## src/rtl/eco32f_wb_arbiter.sv

```systemverilog
// Two-master (instruction fetch, load/store) to one-slave Wishbone B3 arbiter.
// Round-robin grants held for a full cyc tenure, with a stall watchdog that errors the owner.
module eco32f_wb_arbiter #(
    parameter int unsigned TIMEOUT_CYCLES = 255
) (
    input  logic        clk,
    input  logic        rst,
    // instruction fetch master
    input  logic [31:0] iwbm_adr_i,
    input  logic [31:0] iwbm_dat_i,
    input  logic [3:0]  iwbm_sel_i,
    input  logic        iwbm_cyc_i,
    input  logic        iwbm_stb_i,
    input  logic        iwbm_we_i,
    input  logic [2:0]  iwbm_cti_i,
    input  logic [1:0]  iwbm_bte_i,
    output logic        iwbm_ack_o,
    output logic        iwbm_err_o,
    output logic        iwbm_rty_o,
    output logic [31:0] iwbm_dat_o,
    // load/store master
    input  logic [31:0] dwbm_adr_i,
    input  logic [31:0] dwbm_dat_i,
    input  logic [3:0]  dwbm_sel_i,
    input  logic        dwbm_cyc_i,
    input  logic        dwbm_stb_i,
    input  logic        dwbm_we_i,
    input  logic [2:0]  dwbm_cti_i,
    input  logic [1:0]  dwbm_bte_i,
    output logic        dwbm_ack_o,
    output logic        dwbm_err_o,
    output logic        dwbm_rty_o,
    output logic [31:0] dwbm_dat_o,
    // shared slave port
    output logic [31:0] wbm_adr_o,
    output logic [31:0] wbm_dat_o,
    output logic [3:0]  wbm_sel_o,
    output logic        wbm_cyc_o,
    output logic        wbm_stb_o,
    output logic        wbm_we_o,
    output logic [2:0]  wbm_cti_o,
    output logic [1:0]  wbm_bte_o,
    input  logic        wbm_ack_i,
    input  logic        wbm_err_i,
    input  logic        wbm_rty_i,
    input  logic [31:0] wbm_dat_i
);

    typedef enum logic [1:0] {
        StIdle,
        StGntI,
        StGntD,
        StAbort
    } state_e;

    localparam logic       WdEn    = (TIMEOUT_CYCLES != 0);
    localparam logic [7:0] WdLimit = 8'(TIMEOUT_CYCLES - 1);

    state_e     state_q, state_d;
    logic       last_q, last_d;      // 1: data master owned the bus last
    logic [7:0] wd_cnt_q, wd_cnt_d;

    logic granted;
    logic own_cyc;
    logic own_stb;
    logic resp;
    logic wd_fire;

    // last_q always names the current owner while not idle (it is loaded on grant entry)
    assign granted = (state_q == StGntI) || (state_q == StGntD);
    assign own_cyc = last_q ? dwbm_cyc_i : iwbm_cyc_i;
    assign own_stb = last_q ? dwbm_stb_i : iwbm_stb_i;
    assign resp    = wbm_ack_i | wbm_err_i | wbm_rty_i;
    assign wd_fire = WdEn && granted && own_stb && !resp && (wd_cnt_q == WdLimit);

    always_ff @(posedge clk or negedge rst) begin
        if (!rst) begin
            state_q  <= StIdle;
            last_q   <= 1'b0;
            wd_cnt_q <= '0;
        end else begin
            state_q  <= state_d;
            last_q   <= last_d;
            wd_cnt_q <= wd_cnt_d;
        end
    end

    always_comb begin
        state_d  = state_q;
        last_d   = last_q;
        wd_cnt_d = wd_cnt_q;
        unique case (state_q)
            StIdle: begin
                wd_cnt_d = '0;
                if (iwbm_cyc_i && dwbm_cyc_i) begin
                    last_d  = ~last_q;
                    state_d = last_q ? StGntI : StGntD;
                end else if (dwbm_cyc_i) begin
                    last_d  = 1'b1;
                    state_d = StGntD;
                end else if (iwbm_cyc_i) begin
                    last_d  = 1'b0;
                    state_d = StGntI;
                end
            end
            StGntI, StGntD: begin
                wd_cnt_d = (resp || !own_stb) ? 8'd0 : wd_cnt_q + 8'd1;
                // a firing watchdog wins over a simultaneous cyc release
                if (wd_fire) begin
                    state_d = StAbort;
                end else if (!own_cyc) begin
                    state_d = StIdle;
                end
            end
            StAbort: begin
                if (!own_cyc) begin
                    state_d = StIdle;
                end
            end
            default: state_d = StIdle;
        endcase
    end

    always_comb begin
        wbm_adr_o  = '0;
        wbm_dat_o  = '0;
        wbm_sel_o  = '0;
        wbm_cyc_o  = 1'b0;
        wbm_stb_o  = 1'b0;
        wbm_we_o   = 1'b0;
        wbm_cti_o  = '0;
        wbm_bte_o  = '0;
        iwbm_ack_o = 1'b0;
        iwbm_err_o = 1'b0;
        iwbm_rty_o = 1'b0;
        dwbm_ack_o = 1'b0;
        dwbm_err_o = 1'b0;
        dwbm_rty_o = 1'b0;
        // read data is broadcast, but must still read as zero while reset is held
        iwbm_dat_o = rst ? wbm_dat_i : '0;
        dwbm_dat_o = rst ? wbm_dat_i : '0;
        if (granted) begin
            wbm_adr_o  = last_q ? dwbm_adr_i : iwbm_adr_i;
            wbm_dat_o  = last_q ? dwbm_dat_i : iwbm_dat_i;
            wbm_sel_o  = last_q ? dwbm_sel_i : iwbm_sel_i;
            wbm_cyc_o  = own_cyc;
            wbm_stb_o  = own_stb;
            wbm_we_o   = last_q ? dwbm_we_i : iwbm_we_i;
            wbm_cti_o  = last_q ? dwbm_cti_i : iwbm_cti_i;
            wbm_bte_o  = last_q ? dwbm_bte_i : iwbm_bte_i;
            iwbm_ack_o = !last_q && wbm_ack_i;
            iwbm_err_o = !last_q && (wbm_err_i || wd_fire);
            iwbm_rty_o = !last_q && wbm_rty_i;
            dwbm_ack_o = last_q && wbm_ack_i;
            dwbm_err_o = last_q && (wbm_err_i || wd_fire);
            dwbm_rty_o = last_q && wbm_rty_i;
        end
    end

endmodule

```

## config.mk

```make
export PLATFORM = sky130hd
export DESIGN_NAME = eco32f_wb_arbiter
export DESIGN_NICKNAME = d
export VERILOG_FILES = /design/src/rtl/eco32f_wb_arbiter.sv
export SDC_FILE = /design/constraint.sdc
export NUM_CORES = 1
export LEC_CHECK = 0
export BUFFER_PORTS_ARGS = -buffer_cell sky130_fd_sc_hd__buf_2
export CORE_AREA = 2 2 131 133
export CTS_CLUSTER_SIZE = 8
export DETAILED_ROUTE_END_ITERATION = 6
export DIE_AREA = 0 0 133 135
export GPL_TIMING_DRIVEN = 0
export SLEW_MARGIN = 20
export SYNTH_ARGS = -nofsm -noshare
export SYNTH_HDL_FRONTEND = slang
export SYNTH_SLANG_ARGS = --single-unit
export TNS_END_PERCENT = 50
```

## constraint.sdc

```tcl
create_clock -name clk -period 2 [get_ports clk]
set_input_delay 0.3 -clock clk [delete_from_list [all_inputs] [get_ports clk]]
set_output_delay 0.3 -clock clk [all_outputs]
set_load 0.01 [all_outputs]
```

==> results_dict.tcl <==
set metrics [dict create \
    track_usage_pct 11.1 \
    syn_inst 319 \
    power.switching_mw 2.60 \
    cp-end-kind "primary output" \
    power_density_mw_per_mm2 1190 \
    syn_area_mm2 0.00254 \
    core_area_mm2 0.0164 \
    grt_pass1_wl_um 15900 \
    synth_nets 513 \
    status "complete, no violations" \
    grt_pass1_vias 3059 \
    combPwrFrac_pct 88.3 \
    p_int_mw 2.98 \
    hold_path.class "input port to register" \
    hpwlAfterDp_um 9830 \
    switching_share_pct 46.6 \
    diodes 0 \
    yosysTopAreaCell "mux2i_1" \
    cts_tree "built" \
    num_rows 47 \
    crit_path_start_kind "register" \
    layout_commonest_cell "buf_2" \
    max_freq_mhz 506 \
    drc 0 \
    fp.dieH_um 135 \
    pwr-share-seq_pct 5.0 \
    yosys_warnings 0 \
    peakVddDrop_mv 0.625 \
    cap_violations 0 \
    ys_types 36 \
    path_max_fanout 3 \
    gp_congestion 0.762 \
    critPathKind "register to primary output" \
    clock-sinks 11 \
    maxSlewHeadroom_pct 64.1 \
    arrival_ns 1.68 \
    drive_gt1_share_pct 61.3 \
    clockPowerShare_pct 6.7 \
    cp.required_ns 1.70 \
    die_x_um 133 \
    cts-htree-levels 1 \
    fin_crit_sh_pct 98.8 \
    dieArea_mm2 0.0180 \
    synth_area_leaders "mux2i_1, nor2b_1, buf_4" \
    vias 3400 \
    firstDrtPassIters 4 \
    final-setup-viol-count 0 \
    synth_ff_type "dfrtp_1" \
    final_antenna_net_count 0 \
    first_iter_violations 90 \
    rsz0062_at_grt "true" \
    synth-seq-cells 11 \
    grt.overflow.total 0 \
    cts-root-buf "clkbuf_16" \
    slew_violations 0 \
    num-fill-cells 1779 \
    io_buffers 334 \
    synth_edf_count 0 \
    final.setup_skew_ns 0.00526 \
    cts_made_buffers 3 \
    clk_path_buf_depth 2 \
    floorplan.initialDensity_pct 15.5 \
    area_delta_synth_final_pct 85.0 \
    fin_tns_setup_ns 0 \
    p_leak_nw 2.75 \
    fin_crit_ns 1.98 \
    final_util_pct 28.7 \
    most-common-layout-cells "buf_2, mux2i_1, nor2b_1" \
    async_reset_ff_share_pct 100 \
    antenna_found_initial 0 \
    drt_wl_total_um 11400 \
    grt_max_degree 12 \
    routedWlPerCell_um 12.9 \
    clock_latency_ns 0.24 \
    finalHoldViolations 0 \
    p_total_mw 5.58 \
    vias_per_cell 3.85 \
    clk_pin_slew_ns 0.04 \
    layout.nets 857 \
    synth-seq-area-share_pct 10.8 \
    syn_area_per_cell_um2 7.97 \
    worstMarginPinSlew_ns 0.536 \
    synthDominantCellAreaShare_pct 29.1 \
    io_pins 335 \
]
==> metal layers <==
layer | part of all wire [%] | GRT usage (%) | vias up
met1 | 42 | 14.1 | 1495
li1 | - | - | 1735
met3 | 7.2 | 1.91 | 8
met2 | 50 | 20.1 | 162
met4 | 0.84 | 1.91 | 0
met5 | 0 | 0 | -
==> flip-flops by register name, summed over array words and instances, names as in the netlist <==
| name | cells |
|---|---|
| state_q | 2 |
| last_q | 1 |
| wd_cnt_q | 8 |
==> logic make-up (layout without fill, tap and decap cells) <==
logic type	after synthesis	count (layout)	share of synthesized area, %
AO/OA/AOI/OAI	22	22	6.20
XOR/XNOR	1	1	0.345
adder cells (fa/ha/maj)	5	5	2.46
buffers and inverters	61	404	14.9
flip-flops	11	11	10.8
multiplexers	76	76	30.0
AND/OR/NAND/NOR	143	143	35.3
==> what timing repair did <==
action                                  CTS  global route
hold endpoints to repair                 11             0
gates resized for setup                  21            25
hold buffers                              1             0
buffers inserted                          4             0
pin swaps                                 3             2
endpoints found under the setup margin   82            65
==> worst paths after layout <==
kind                                           end                     from  cells past startpoint  slack [ns]
setup / recovery                        dwbm_err_o   state_q[0]$_DFFE_PN0P_                      6        0.02
hold / removal                  last_q$_DFFE_PN0P_               dwbm_cyc_i                      3        0.38
setup reg to reg           wd_cnt_q[7]$_DFFE_PN0P_   state_q[0]$_DFFE_PN0P_                      5        0.39
hold reg to reg            wd_cnt_q[1]$_DFFE_PN0P_  wd_cnt_q[1]$_DFFE_PN0P_                      2        0.54
max in group asynchronous   state_q[0]$_DFFE_PN0P_                      rst                      2        0.99
min in group asynchronous  wd_cnt_q[6]$_DFFE_PN0P_                      rst                      2        0.65
==> synth_stat cells, types with 2 or more instances <==
master / n
a21o_1: 2
a21oi_1: 7
and2_1: 34
and3_1: 5
buf_2: 2
buf_4: 39
clkbuf_1: 13
dfrtp_1: 11
ha_1: 5
inv_1: 7
mux2_2: 2
mux2i_1: 74
nand2_1: 11
nand3_1: 2
nand4_1: 3
nor2b_1: 76
o211ai_1: 3
o21ai_0: 4
or3_1: 2
==> power groups by stage <==
stage / logic [mW] / clock network, mW / registers, mW
after CTS: 4.87 / 0.377 / 0.277
after floorplan: 2.87 / 0 / 0.276
after global routing: 5.36 / 0.391 / 0.284
final: 4.93 / 0.372 / 0.277
after global placement: 4.63 / 0 / 0.282
after detailed placement: 4.62 / 0 / 0.283
==> worst max-delay path, stage by stage, from the launching register on <==
cell	delay, ns
dfrtp_1	0.36
inv_2	0.06
ha_4	0.27
nor4b_4	0.20
nand4_1	0.21
a21oi_1	0.17
buf_2	0.15
==> through the flow <==
step | hold slack, ns | instances | instance area (um2) | worst slack, ns
3_3_place_gp | 0.237 | 873 | 4490 | -0.478
2_1_floorplan | 0.00441 | 319 | 2540 | 0.202
3_5_place_dp | 0.239 | 873 | 4490 | -0.491
5_1_grt | 0.419 | 882 | 4700 | -0.151
4_1_cts | 0.375 | 882 | 4660 | -0.0368
6_report | 0.377 | 882 | 4700 | 0.0230
==> area by class of cell <==
cell class                      instances  area, um2  share of cell area (%)
Multi-Input combinational cell        247       1910                    40.6
Timing Repair Buffer                  339       1710                    36.4
Buffer                                 54        422                    8.97
Sequential cell                        11        275                    5.86
Tap cell                              220        275                    5.86
Clock buffer                            4       78.8                    1.68
Inverter                                7       30.0                   0.639
(Power assumes the default switching activity.)
